[src/rtl/acc_pkg.sv]
// Shared types and constants for the edge-detection accelerator.
// The memory arbiter's optional read-after-write forwarding is enabled by RAW_FWD_EN.
package acc_pkg;

  localparam int unsigned ADDR_W            = 16;
  localparam int unsigned DATA_W            = 32;
  localparam int unsigned IMG_WORDS_PER_ROW = 88;

  typedef logic [ADDR_W-1:0] halfword_t;
  typedef logic [DATA_W-1:0] word_t;

  typedef enum logic {
    ARB,
    DRAIN
  } arb_state_t;

  typedef struct packed {
    halfword_t addr;
    word_t     data;
  } wbuf_entry_t;

endpackage

[src/rtl/wbuf_fifo.sv]
// Circular write-buffer FIFO of {addr, data} entries; exposes every slot,
// per-slot valid bits and the read pointer so the arbiter can search for hazards.
module wbuf_fifo #(
  parameter int unsigned DEPTH = 4,
  parameter int unsigned AW    = 16,
  parameter int unsigned DW    = 32,
  localparam int unsigned PW   = $clog2(DEPTH),
  localparam int unsigned CW   = PW + 1
) (
  input  logic                        clk,
  input  logic                        reset,
  input  logic                        push,
  input  logic [AW-1:0]               push_addr,
  input  logic [DW-1:0]               push_data,
  input  logic                        pop,
  output logic [CW-1:0]               count,
  output logic [PW-1:0]               rd_ptr,
  output logic [DEPTH-1:0]            valid,
  output logic [DEPTH-1:0][AW-1:0]    ent_addr,
  output logic [DEPTH-1:0][DW-1:0]    ent_data
);

  logic [PW-1:0] wr_ptr;

  always_ff @(posedge clk or posedge reset) begin
    if (reset) begin
      wr_ptr <= '0;
      rd_ptr <= '0;
      count  <= '0;
    end else begin
      if (push) wr_ptr <= wr_ptr + PW'(1);
      if (pop)  rd_ptr <= rd_ptr + PW'(1);
      case ({push, pop})
        2'b10:   count <= count + CW'(1);
        2'b01:   count <= count - CW'(1);
        default: count <= count;
      endcase
    end
  end

  // Storage carries no reset; stale slots are masked by the valid bits.
  always_ff @(posedge clk) begin
    if (push) begin
      ent_addr[wr_ptr] <= push_addr;
      ent_data[wr_ptr] <= push_data;
    end
  end

  // A slot is live when its distance from the head (mod DEPTH) is below count.
  always_comb begin
    logic [PW-1:0] off;
    off   = '0;
    valid = '0;
    for (int unsigned i = 0; i < DEPTH; i++) begin
      off      = PW'(i) - rd_ptr;
      valid[i] = CW'(off) < count;
    end
  end

endmodule

[src/rtl/mem_arb.sv]
// Single-port memory arbiter: pixel-fetch reads take priority, result writes are
// posted into wbuf_fifo and drained on idle cycles. Define RAW_FWD_EN to forward hazard reads.
module mem_arb #(
  parameter int unsigned ADDR_W     = acc_pkg::ADDR_W,
  parameter int unsigned DATA_W     = acc_pkg::DATA_W,
  parameter int unsigned WBUF_DEPTH = 4
) (
  input  logic              clk,
  input  logic              reset,
  input  logic              rd_req,
  input  logic [ADDR_W-1:0] rd_addr,
  output logic              rd_gnt,
  output logic              rd_valid,
  output logic [DATA_W-1:0] rd_data,
  input  logic              wr_req,
  input  logic [ADDR_W-1:0] wr_addr,
  input  logic [DATA_W-1:0] wr_data,
  output logic              wr_ack,
  input  logic              flush,
  output logic              flush_done,
  output logic [ADDR_W-1:0] addr,
  input  logic [DATA_W-1:0] dataR,
  output logic [DATA_W-1:0] dataW,
  output logic              en,
  output logic              we
);

  localparam int unsigned PW = $clog2(WBUF_DEPTH);
  localparam int unsigned CW = PW + 1;
  localparam logic [CW-1:0] FULL = CW'(WBUF_DEPTH);

  acc_pkg::arb_state_t state_q, state_d;

  logic [CW-1:0]                      count;
  logic [PW-1:0]                      rd_ptr;
  logic [WBUF_DEPTH-1:0]              valid;
  logic [WBUF_DEPTH-1:0][ADDR_W-1:0]  ent_addr;
  logic [WBUF_DEPTH-1:0][DATA_W-1:0]  ent_data;
  logic                               pop;
  logic                               hit;
  logic                               hazard;
  logic                               drain_on_hazard;

  wbuf_fifo #(
    .DEPTH (WBUF_DEPTH),
    .AW    (ADDR_W),
    .DW    (DATA_W)
  ) u_wbuf (
    .clk       (clk),
    .reset     (reset),
    .push      (wr_ack),
    .push_addr (wr_addr),
    .push_data (wr_data),
    .pop       (pop),
    .count     (count),
    .rd_ptr    (rd_ptr),
    .valid     (valid),
    .ent_addr  (ent_addr),
    .ent_data  (ent_data)
  );

  always_comb begin
    hit = 1'b0;
    for (int unsigned i = 0; i < WBUF_DEPTH; i++) begin
      if (valid[i] && (ent_addr[i] == rd_addr)) hit = 1'b1;
    end
  end

  assign hazard = rd_req & hit;

`ifdef RAW_FWD_EN
  logic              fwd_hit;
  logic              fwd_q;
  logic [DATA_W-1:0] fwd_data;
  logic [DATA_W-1:0] fwd_data_q;

  assign drain_on_hazard = 1'b0;

  // Walk oldest to youngest so the last match (youngest write) wins.
  always_comb begin
    logic [PW-1:0] slot;
    slot     = '0;
    fwd_data = '0;
    for (int unsigned k = 0; k < WBUF_DEPTH; k++) begin
      slot = rd_ptr + PW'(k);
      if ((CW'(k) < count) && (ent_addr[slot] == rd_addr)) fwd_data = ent_data[slot];
    end
  end

  always_ff @(posedge clk or posedge reset) begin
    if (reset) begin
      fwd_q      <= 1'b0;
      fwd_data_q <= '0;
    end else begin
      fwd_q <= fwd_hit;
      if (fwd_hit) fwd_data_q <= fwd_data;
    end
  end

  assign rd_data = fwd_q ? fwd_data_q : dataR;
`else
  assign drain_on_hazard = hazard;
  assign rd_data         = dataR;
`endif

  // Outputs are held low throughout reset regardless of requester inputs.
  always_comb begin
    state_d    = state_q;
    rd_gnt     = 1'b0;
    wr_ack     = 1'b0;
    flush_done = 1'b0;
    en         = 1'b0;
    we         = 1'b0;
    addr       = '0;
    dataW      = '0;
    pop        = 1'b0;
`ifdef RAW_FWD_EN
    fwd_hit    = 1'b0;
`endif
    if (!reset) begin
      wr_ack     = wr_req & (count < FULL);
      flush_done = flush & (count == '0) & ~wr_req;
      case (state_q)
        acc_pkg::ARB: begin
          if (rd_req & ~hazard & ~flush) begin
            rd_gnt = 1'b1;
            en     = 1'b1;
            addr   = rd_addr;
          end
`ifdef RAW_FWD_EN
          else if (rd_req & hazard & ~flush) begin
            rd_gnt  = 1'b1;
            fwd_hit = 1'b1;
          end
`endif
          else if (count != '0) begin
            pop   = 1'b1;
            en    = 1'b1;
            we    = 1'b1;
            addr  = ent_addr[rd_ptr];
            dataW = ent_data[rd_ptr];
          end
          if ((count == FULL) | flush | drain_on_hazard) state_d = acc_pkg::DRAIN;
        end
        acc_pkg::DRAIN: begin
          if (count != '0) begin
            pop   = 1'b1;
            en    = 1'b1;
            we    = 1'b1;
            addr  = ent_addr[rd_ptr];
            dataW = ent_data[rd_ptr];
          end else begin
            state_d = acc_pkg::ARB;
          end
        end
        default: state_d = acc_pkg::ARB;
      endcase
    end
  end

  always_ff @(posedge clk or posedge reset) begin
    if (reset) begin
      state_q  <= acc_pkg::ARB;
      rd_valid <= 1'b0;
    end else begin
      state_q  <= state_d;
      rd_valid <= rd_gnt;
    end
  end

endmodule

[config.mk]
export PLATFORM = sky130hd
export DESIGN_NAME = mem_arb
export DESIGN_NICKNAME = d
export VERILOG_FILES = /design/src/rtl/acc_pkg.sv /design/src/rtl/wbuf_fifo.sv /design/src/rtl/mem_arb.sv
export SDC_FILE = /design/constraint.sdc
export NUM_CORES = 1
export LEC_CHECK = 0
export ABC_AREA = 1
export ABC_CLOCK_PERIOD_IN_PS = 6900
export BUFFER_PORTS_ARGS = -buffer_cell sky130_fd_sc_hd__buf_2
export CORE_MARGIN = 10
export CORE_UTILIZATION = 60
export CTS_CLUSTER_DIAMETER = 120
export DETAILED_ROUTE_END_ITERATION = 10
export PLACE_DENSITY = 0.86
export SETUP_SLACK_MARGIN = 0.3
export SLEW_MARGIN = 20
export SYNTH_ARGS = -nofsm -noshare
export SYNTH_HDL_FRONTEND = slang
export SYNTH_SLANG_ARGS = --single-unit
[constraint.sdc]
create_clock -name clk -period 6.9 [get_ports clk]
set_input_delay 1.38 -clock clk [delete_from_list [all_inputs] [get_ports clk]]
set_output_delay 1.38 -clock clk [all_outputs]
set_load 0.005 [all_outputs]
==> reports/qor.txt <==
CP Buf/Inv Count: 4
Vias/cell: 5.80
fin cells: 1127
Crit Path Class: flip-flop to output port
GPL Wtd Cong: 0.943
ys async rst share: 0.0448
CTS Root Cell: clkbuf_16
fin crit share: 0.816
Hold Path Class: flip-flop to flip-flop
area grow syn2layout: 13.2%
FF+latch count, synth: 201
Die W: 145 um
status: complete, no violations
static leakage: 4.21 nW
syn_area_per_cell: 11.5 um2
clock period minus worst slack: 5.63 ns
Overflow after GRT: 0
dpl hpwl: 14200 um
Hold Fails Final Rpt: 0
post-synthesis cell type count: 35
Final Skew: 0.00907 ns
final worst slack: 1.27 ns
initial antenna violation count: 6
H-tree Lvls: 1
Post-synth EDFFs: 192
Slew Limit Headroom: 0.417
# rows: 45
CP Max Fanout: 42
Worst VDD drop: 279 uV
Initial Utilization: 0.615
first-pass GRT wire length: 35500 um
CP Capture Type: output port
most used cell, CP: nand2_1
Synth warnings: 0
CP arrival: 4.25 ns
Syn Inst Count: 818
post-synth top area share: 0.614
Worst-path clk slew: 0.06 ns
cell with the most instances after synthesis: edfxtp_1
Main synth FF type: edfxtp_1
Worst Tran Pin Value: 0.870 ns
CTS resizes: 0
MaxCap Viol Count: 0
share of cells above drive strength 1: 0.212
Num CTS Buffers: 21
hold_buf cts: 0
pre-CTS setup slack: 1.85 ns
post-CTS setup buffers: 0
critical path's largest stage delay: 0.64 ns
setup tns final: 0 ns
drt first pass iters: 5
antenna viol nets, final: 0
largest net degree at the start of global routing: 50
Critical Path RT: 5.52 ns
Top delay family on crit path: simple AND/OR/NAND/NOR gates
vias in the first global route: 6799
Ports: 187
largest cells by area after synthesis: edfxtp_1, nand2_1, a22oi_1
Die H: 145 um
vias post-DR: 6538
startpoint types: flip-flop
Port Buffers: 122
total track usage: 0.206
dominant cell type by area after synthesis: edfxtp_1
Setup violations, final: 0
Mapped Area: 9390 um2
Post-route DRC: 0
fin nets: 1012
CP max-delay cell: nand2_4
Slew Limit Fails: 0
routed len/inst: 20.0 um
Iter 0 DRT Violations: 619
CTS tree: yes
crit path cell chain: nand2_1 > clkinv_1 > buf_4 > nor2_1 > ha_1 > nand2_1 > nand2_1 > nand2_1 > nand3_1 > nor2_1 > nor2_1 > nand3_2 > nand2_4 > inv_1 > buf_2
PwrDens: 356 nW/um2
RSZ-0062 raised after global routing: no
sequential area share after synthesis: 0.638
Synth Net Count: 929
core outline area: 15300 um2
worst-skew pair later-pin latency: 0.49 ns
WL final: 22500 um
Die ar.: 21100 um2
clock sink count: 201
Inst Count DP: 1089
synth cell count leaders: edfxtp_1, nand2_1, inv_1, a22oi_1, nor2_1
Max Root-Sink Buffers: 3
Fmax: 0.178 GHz
==> cell type report <==
class                      instances  area (um2)
inverter                          72         270
tap                              211         264
antenna                            1        2.50
clock buffer                      27         548
timing repair buffer             132         686
clock inverter                    10         129
multi-input combinational        473        2740
fill                            1068        4630
sequential                       201        5990
==> power by group <==
part | switching, mW | internal [mW] | leakage (nW)
combinational | 0.750 | 0.418 | 2.04
sequential | 0.0581 | 1.44 | 1.84
clock | 0.443 | 0.673 | 0.327
==> layout by cell type (no fill, tap or decap), types with 18 or more instances in the layout <==
cell         n
edfxtp_1   192
nand3_1     29
nor2_1      47
a22oi_1     54
buf_2      122
nand2_1    188
xnor2_1     36
inv_1       68
clkbuf_16   21
nand4_1     18
==> sequential cells by signal, indices dropped and copies added (netlist names) <==
name	flops
u_wbuf.ent_data	128
u_wbuf.ent_addr	64
u_wbuf.count	3
u_wbuf.rd_ptr	2
u_wbuf.wr_ptr	2
rd_valid	1
state_q	1
==> routing by layer <==
layer / part of all wire / track usage / vias up
met5: 0.0024 / 0 / -
met4: 0.032 / 0.0839 / 10
met3: 0.089 / 0.0571 / 81
met2: 0.49 / 0.347 / 328
met1: 0.39 / 0.246 / 3112
li1: - / - / 3007
==> metrics by stage <==
stage	hold WS (ns)	util	power [mW]	instance area, um2
2_1_floorplan	0.476	-	2.28	9390
3_3_place_gp	0.497	0.652	2.65	9950
3_5_place_dp	0.518	0.652	2.68	9950
4_1_cts	0.532	0.696	3.80	10600
5_1_grt	0.592	0.696	3.98	10600
6_report	0.541	0.697	3.79	10600
==> worst reg2reg max path, cell delays in order (launching register included) <==
cell,delay [ns]
dfrtp_1,0.51
nand2_1,0.32
clkinv_1,0.11
buf_4,0.50
nor2_1,0.16
ha_1,0.32
nand2_1,0.05
nand2_1,0.05
nand2_1,0.07
nand3_1,0.11
nor2_1,0.04
nor2_1,0.15
nand3_2,0.45
nand2_4,0.64
inv_1,0.13
ha_1,0.20
inv_1,0.12
fa_1,0.43
o21ai_0,0.17
==> logic make-up after synthesis <==
logic type / synth area share
AO/OA/AOI/OAI: 0.0978
XOR/XNOR: 0.0392
flip-flops: 0.638
adder cells (fa/ha/maj): 0.0141
AND/OR/NAND/NOR: 0.135
buffers and inverters: 0.0758
==> final timing paths <==
check | startpoint | slack, ns | cells past startpoint | to
min in group asynchronous | reset | 1.02 | 2 | u_wbuf.rd_ptr[1]
worst max-delay path | u_wbuf.rd_ptr[1] | 1.27 | 15 | we
worst min register to register | state_q | 0.54 | 2 | state_q
max in group asynchronous | reset | 5.47 | 2 | u_wbuf.count[0]
worst max register to register | u_wbuf.rd_ptr[1] | 2.29 | 18 | u_wbuf.count[1]
worst min-delay path | state_q | 0.54 | 2 | state_q
Power figures use the tool's default switching activity.
